==> src/rtl/viterbi_frame_scheduler.sv <==
// Round-robin scheduler sharing one Viterbi decoder among N_REQ frame sources.
// Optional VITERBI_SCHED_STATS_EN adds saturating OK/error response counters.
module viterbi_frame_scheduler #(
  parameter int N_REQ       = 4,
  parameter int IDW         = 2,
  parameter int DEC_RST_CYC = 3,
  parameter int TIMEOUT_CYC = 600
) (
  input  logic               clk,
  input  logic               rst,
  input  logic [N_REQ-1:0]   req,
  input  logic [8*N_REQ-1:0] req_len,
  output logic [N_REQ-1:0]   gnt,
  output logic [IDW-1:0]     sel,
  output logic               dec_rst,
  output logic               dec_start,
  output logic [7:0]         dec_frame_len,
  input  logic               dec_done,
  input  logic [7:0]         dec_out_len,
  output logic               resp_valid,
  input  logic               resp_ready,
  output logic [IDW-1:0]     resp_id,
  output logic [1:0]         resp_status,
  output logic [7:0]         resp_len,
  output logic               busy
`ifdef VITERBI_SCHED_STATS_EN
  ,
  output logic [15:0]        stat_frames,
  output logic [15:0]        stat_errors
`endif
);
  localparam int CW = $clog2(TIMEOUT_CYC + 1);

  localparam logic [2:0] S_IDLE   = 3'd0;
  localparam logic [2:0] S_GRANT  = 3'd1;
  localparam logic [2:0] S_DRST   = 3'd2;
  localparam logic [2:0] S_ARM    = 3'd3;
  localparam logic [2:0] S_START  = 3'd4;
  localparam logic [2:0] S_WAIT   = 3'd5;
  localparam logic [2:0] S_REPORT = 3'd6;

  localparam logic [1:0] ST_OK   = 2'b00;
  localparam logic [1:0] ST_TO   = 2'b01;
  localparam logic [1:0] ST_MISM = 2'b10;
  localparam logic [1:0] ST_BAD  = 2'b11;

  logic [2:0]       state_q, state_d;
  logic [N_REQ-1:0] gnt_q, gnt_d;
  logic [IDW-1:0]   sel_q, sel_d, rr_q, rr_d, rid_q, rid_d;
  logic [7:0]       len_q, len_d, rlen_q, rlen_d;
  logic [1:0]       rstat_q, rstat_d;
  logic [CW-1:0]    cnt_q, cnt_d, cnt_inc;

  logic             pick_vld;
  logic [IDW-1:0]   pick_id;
  logic [IDW:0]     idx;

  // First requester at or after rr_q, wrapping around.
  always_comb begin
    pick_vld = 1'b0;
    pick_id  = '0;
    idx      = '0;
    for (int k = 0; k < N_REQ; k++) begin
      idx = {1'b0, rr_q} + (IDW+1)'(k);
      if (idx >= (IDW+1)'(N_REQ)) idx = idx - (IDW+1)'(N_REQ);
      if (!pick_vld && req[idx[IDW-1:0]]) begin
        pick_vld = 1'b1;
        pick_id  = idx[IDW-1:0];
      end
    end
  end

  assign cnt_inc = (cnt_q == '1) ? cnt_q : cnt_q + 1'b1;

  always_comb begin
    state_d = state_q;
    gnt_d   = gnt_q;
    sel_d   = sel_q;
    rr_d    = rr_q;
    len_d   = len_q;
    rid_d   = rid_q;
    rstat_d = rstat_q;
    rlen_d  = rlen_q;
    cnt_d   = cnt_q;
    case (state_q)
      S_IDLE: if (pick_vld) begin
        state_d        = S_GRANT;
        gnt_d          = '0;
        gnt_d[pick_id] = 1'b1;
        sel_d          = pick_id;
        len_d          = req_len[{pick_id, 3'b000} +: 8];
        rr_d           = (pick_id == IDW'(N_REQ-1)) ? '0 : pick_id + 1'b1;
      end
      S_GRANT: begin
        cnt_d = '0;
        if (len_q == 8'd0) begin
          state_d = S_REPORT;
          rid_d   = sel_q;
          rstat_d = ST_BAD;
          rlen_d  = 8'd0;
        end else begin
          state_d = S_DRST;
        end
      end
      S_DRST: begin
        if (cnt_q == CW'(DEC_RST_CYC-1)) state_d = S_ARM;
        else cnt_d = cnt_inc;
      end
      S_ARM: begin
        state_d = S_START;
        cnt_d   = '0;
      end
      S_START: begin
        state_d = S_WAIT;
        cnt_d   = cnt_inc;
      end
      S_WAIT: begin
        cnt_d = cnt_inc;
        // Completion takes priority over a timeout landing in the same cycle.
        if (dec_done) begin
          state_d = S_REPORT;
          rid_d   = sel_q;
          rstat_d = (dec_out_len == len_q) ? ST_OK : ST_MISM;
          rlen_d  = dec_out_len;
        end else if (cnt_inc >= CW'(TIMEOUT_CYC)) begin
          state_d = S_REPORT;
          rid_d   = sel_q;
          rstat_d = ST_TO;
          rlen_d  = 8'd0;
        end
      end
      S_REPORT: if (resp_ready) begin
        state_d = S_IDLE;
        gnt_d   = '0;
        rid_d   = '0;
        rstat_d = '0;
        rlen_d  = '0;
      end
      default: state_d = S_IDLE;
    endcase
  end

  always_ff @(posedge clk or posedge rst) begin
    if (rst) begin
      state_q <= S_IDLE;
      gnt_q   <= '0;
      sel_q   <= '0;
      rr_q    <= '0;
      len_q   <= '0;
      rid_q   <= '0;
      rstat_q <= '0;
      rlen_q  <= '0;
      cnt_q   <= '0;
    end else begin
      state_q <= state_d;
      gnt_q   <= gnt_d;
      sel_q   <= sel_d;
      rr_q    <= rr_d;
      len_q   <= len_d;
      rid_q   <= rid_d;
      rstat_q <= rstat_d;
      rlen_q  <= rlen_d;
      cnt_q   <= cnt_d;
    end
  end

  assign gnt           = gnt_q;
  assign sel           = sel_q;
  assign dec_rst       = !(state_q == S_ARM || state_q == S_START || state_q == S_WAIT);
  assign dec_start     = (state_q == S_START);
  assign dec_frame_len = len_q;
  assign resp_valid    = (state_q == S_REPORT);
  assign resp_id       = rid_q;
  assign resp_status   = rstat_q;
  assign resp_len      = rlen_q;
  assign busy          = (state_q != S_IDLE);

`ifdef VITERBI_SCHED_STATS_EN
  logic [15:0] stat_frames_q, stat_frames_d, stat_errors_q, stat_errors_d;

  always_comb begin
    stat_frames_d = stat_frames_q;
    stat_errors_d = stat_errors_q;
    if (state_q == S_REPORT && resp_ready) begin
      if (rstat_q == ST_OK) begin
        if (stat_frames_q != 16'hFFFF) stat_frames_d = stat_frames_q + 16'd1;
      end else if (stat_errors_q != 16'hFFFF) begin
        stat_errors_d = stat_errors_q + 16'd1;
      end
    end
  end

  always_ff @(posedge clk or posedge rst) begin
    if (rst) begin
      stat_frames_q <= '0;
      stat_errors_q <= '0;
    end else begin
      stat_frames_q <= stat_frames_d;
      stat_errors_q <= stat_errors_d;
    end
  end

  assign stat_frames = stat_frames_q;
  assign stat_errors = stat_errors_q;
`endif
endmodule

==> config.mk <==
export PLATFORM = sky130hd
export DESIGN_NAME = viterbi_frame_scheduler
export DESIGN_NICKNAME = d
export VERILOG_FILES = /design/src/rtl/viterbi_frame_scheduler.sv
export SDC_FILE = /design/constraint.sdc
export NUM_CORES = 1
export LEC_CHECK = 0
export BUFFER_PORTS_ARGS = -buffer_cell sky130_fd_sc_hd__buf_2
export CORE_ASPECT_RATIO = 0.8
export CORE_UTILIZATION = 47
export CTS_CLUSTER_SIZE = 40
export DETAILED_ROUTE_END_ITERATION = 16
export PLACE_DENSITY = 0.76
export SETUP_SLACK_MARGIN = 0.1
export SLEW_MARGIN = 5
export SYNTH_ARGS = -nofsm -noshare
export SYNTH_HDL_FRONTEND = slang
export SYNTH_SLANG_ARGS = --single-unit
export TNS_END_PERCENT = 30
==> constraint.sdc <==
create_clock -name clk -period 2 [get_ports clk]
set_input_delay 0.4 -clock clk [delete_from_list [all_inputs] [get_ports clk]]
set_output_delay 0.4 -clock clk [all_outputs]
set_load 0.01 [all_outputs]
==> key figures <==
Worst setup path
  – Worst setup SP type: flip-flop
  – CP max FO: 6
  – Worst path cell trace: inv_1 > nor4_4 > o211ai_1 > a2111o_1 > nand2_4 > mux2i_1
  – Crit-path max cell delay: 520 ps
  – Critical Path AT: 2220 ps
  – Buffer and inverter count on the worst path: 1
  – Kind of critical path: flip-flop to flip-flop
  – Crit path required time: 2210 ps
  – Slowest stage cell, crit path: a2111o_1
  – Delay-heaviest family, CP: compound AO/OA/AOI/OAI gates
  – Crit. End Element: flip-flop

Drt
  – Residual antenna-violating net count after detailed routing: 0
  – Avg WL per Cell: 15.73 um
  – First-pass iteration count of the detailed router: 6
  – Vias/cell: 5.589
  – Via count: 2409
  – Total wire length: 6.779 mm
  – Initial DRC count: 139
  – Remaining DRCs: 0

STA
  – Post-layout min period: 2008 ps
  – Final hold vios: 0
  – TNS Setup: -7.604 ps
  – Setup ws final: -7.604 ps
  – Final setup fails: 1
  – Relative slew slack: 65.81%
  – Slew Limit Fails: 0
  – Max Fclk: 498.1 MHz
  – Worst Skew: 10.48 ps
  – Slew @ Worst Pin: 512.8 ps
  – Final period utilization: 100.4%
  – RSZ-0062 raised after global routing: yes

Status
  – Failing checks: negative setup slack
  – Status: finished, violations left

Die
  – Die width: 84.98 um
  – IO Pins: 78
  – Die ar.: 0.005811 mm2
  – Starting density of the core: 50.26%
  – Die Height: 68.38 um
  – Row count: 23
  – Core Region: 0.005151 mm2

Clocking
  – Worst skew pair latency: 290 ps
  – Max Buffers Root-to-Sink: 2
  – Root Driver: clkbuf_8
  – Num CTS Buffers: 5
  – H-tree depth: 2
  – # clock sinks: 41
  – CTS tree: done
  – CTS clk-pin slew, worst paths: 90 ps

Global route
  – Antenna violations before repair: 0
  – Busiest grt layer: met2
  – GRT overflow: 0
  – GR Util met1: 32.73%
  – First-pass GRT wire length: 10.64 mm
  – Grt met2 use: 38.61%
  – Largest net degree at the start of global routing: 42
  – GR Util met3: 4.222%
  – Total GRT Usage: 23.74%
  – Number of global-route vias before repair: 2226

Logic synthesis
  – Ys flop type: dfrtp_1
  – Cells after synthesis: 269
  – Post-Synthesis Net Count: 323
  – Synth Warn #: 0
  – Mean Syn Cell Area: 9.624 um2
  – Register area share after synthesis: 39.63%
  – Most numerous cell in the Yosys netlist: dfrtp_1
  – Number of synthesized flops with an enable pin: 0
  – Mapped cell area: 0.002589 mm2
  – Seq cells post-synth: 41
  – Post-synth top cells: 41 x dfrtp_1, 26 x nand2_1, 21 x a21oi_1, 21 x mux2i_1, 15 x inv_1
  – Post-synth top area cell: dfrtp_1
  – Post-synthesis async set-or-reset flop share: 100.0%
  – Synth top area cells: dfrtp_1 40%, mux2i_1 8.1%, a22o_1 4.4%
  – Yosys top cell area share: 39.63%
  – Distinct cell type count after synthesis: 56

Place
  – DP HPWL: 4.902 mm
  – GP Congestion: 0.8598
  – Port bufs: 77
  – Pre-CTS setup slack: -90.39 ps

Flow run
  – Number of max-cap violations: 0

Cells and area
  – Final Net Count: 422
  – Fill count: 426
  – Share of cells above drive strength 1: 44.72%
  – Layout overhead on the synthesized area: 33.78%
  – N_diodes: 0

Power
  – PwrDens: 1404 mW/mm2
  – Leakage: 1.751 nW
  – Peak VDD IR: 0.6343 mV

Worst hold path
  – Hold Crit Class: input port to async pin
## worst reg2reg max path, cell delays in order (launching register included)
cell and delay [ps]:
dfrtp_1 510, inv_1 140, nor4_4 270, o211ai_1 140, a2111o_1 520, nand2_4 140
mux2i_1 200
## cells in the final DEF (no fill, tap or decap), types with 3 or more instances in the layout
cell	netlist	final
clkbuf_8	0	5
buf_6	2	3
xor2_1	8	8
mux2i_1	21	20
nand4_1	3	3
dfrtp_1	41	34
a21oi_1	21	18
nand3_1	4	3
inv_2	2	3
nand2_1	26	25
nor4_1	5	5
o21ai_0	5	5
a21oi_2	0	3
nor2b_1	5	4
buf_4	1	26
or3_4	0	3
o21ai_1	8	8
buf_2	5	77
nor2_1	9	9
a22o_1	13	13
ha_1	6	5
dfrtp_2	0	7
o21ai_2	7	7
inv_1	15	14
mux2_2	8	8
## power breakdown
group / total, mW / switching (mW) / leakage, nW / internal, mW
combinational: 2.64 / 1.39 / 1.17 / 1.26
sequential: 1.43 / 0.280 / 0.517 / 1.15
clock: 0.790 / 0.294 / 0.0681 / 0.496
## registers in the layout, summed over array words and instances (netlist names)
name / cells
sel: 2
cnt_q: 10
resp_id: 2
state_q: 3
rr_q: 2
gnt: 4
dec_frame_len: 8
resp_status: 2
resp_len: 8
## worst paths after layout
| check | startpoint | end | slack, ps | cells past startpoint |
|---|---|---|---|---|
| setup / recovery | cnt_q[8] | resp_id[0] | -8 | 6 |
| hold / removal | rst | cnt_q[7] | 220 | 3 |
| setup reg to reg | cnt_q[8] | resp_id[0] | -8 | 6 |
| hold reg to reg | gnt[0] | gnt[0] | 500 | 1 |
| max in group asynchronous | rst | state_q[0] | 1380 | 3 |
| min in group clk | dec_out_len[0] | resp_len[0] | 340 | 2 |
## timing repair
item | 4_1_cts | 5_1_grt
hold buffers | 0 | 0
cloned | 1 | 0
setup endpoints to repair | 11 | 32
pin swaps | 7 | 8
resized for setup | 8 | 16
endpoints found under the hold margin | 0 | 0
buffers inserted | 6 | 1
## logic make-up after synthesis
family	Yosys count	share of synthesized area (%)
multiplexers	30	12.03
XOR/XNOR	8	2.707
AND/OR/NAND/NOR	73	15.37
adder cells (fa/ha/maj)	6	2.900
AO/OA/AOI/OAI	78	21.17
flip-flops	41	39.63
buffers and inverters	33	6.186
## layout make-up
class                           count  area [um2]  area share [%]
Multi-Input combinational cell    196        1519           43.86
Timing Repair Buffer              107       634.4           18.32
Clock inverter                      3       65.06           1.879
Inverter                           17       63.81           1.842
Clock buffer                        5       68.82           1.987
Sequential cell                    41        1035           29.88
Tap cell                           62       77.57           2.240
## stage by stage
| step | area (um2) | hold WS, ps | power [mW] | utilization (%) | cells |
|---|---|---|---|---|---|
| final | 3463 | 219.0 | 4.861 | 67.23 | 431 |
| after global routing | 3463 | 268.3 | 5.233 | 67.23 | 431 |
| after CTS | 3395 | 248.1 | 4.793 | 65.90 | 430 |
| after detailed placement | 3192 | 489.4 | 3.930 | 61.96 | 415 |
| after global placement | 3192 | 467.4 | 3.866 | 61.96 | 415 |
| after floorplan | 2635 | 448.5 | 3.067 | - | 269 |
## layer usage
layer  up-vias  share of wire [%]
met5         -                  0
met2        83                 48
li1       1181                  -
met1      1139                 45
met3         6                5.6
met4         0               0.78
Note: power is estimated with default switching activity, not from simulation.
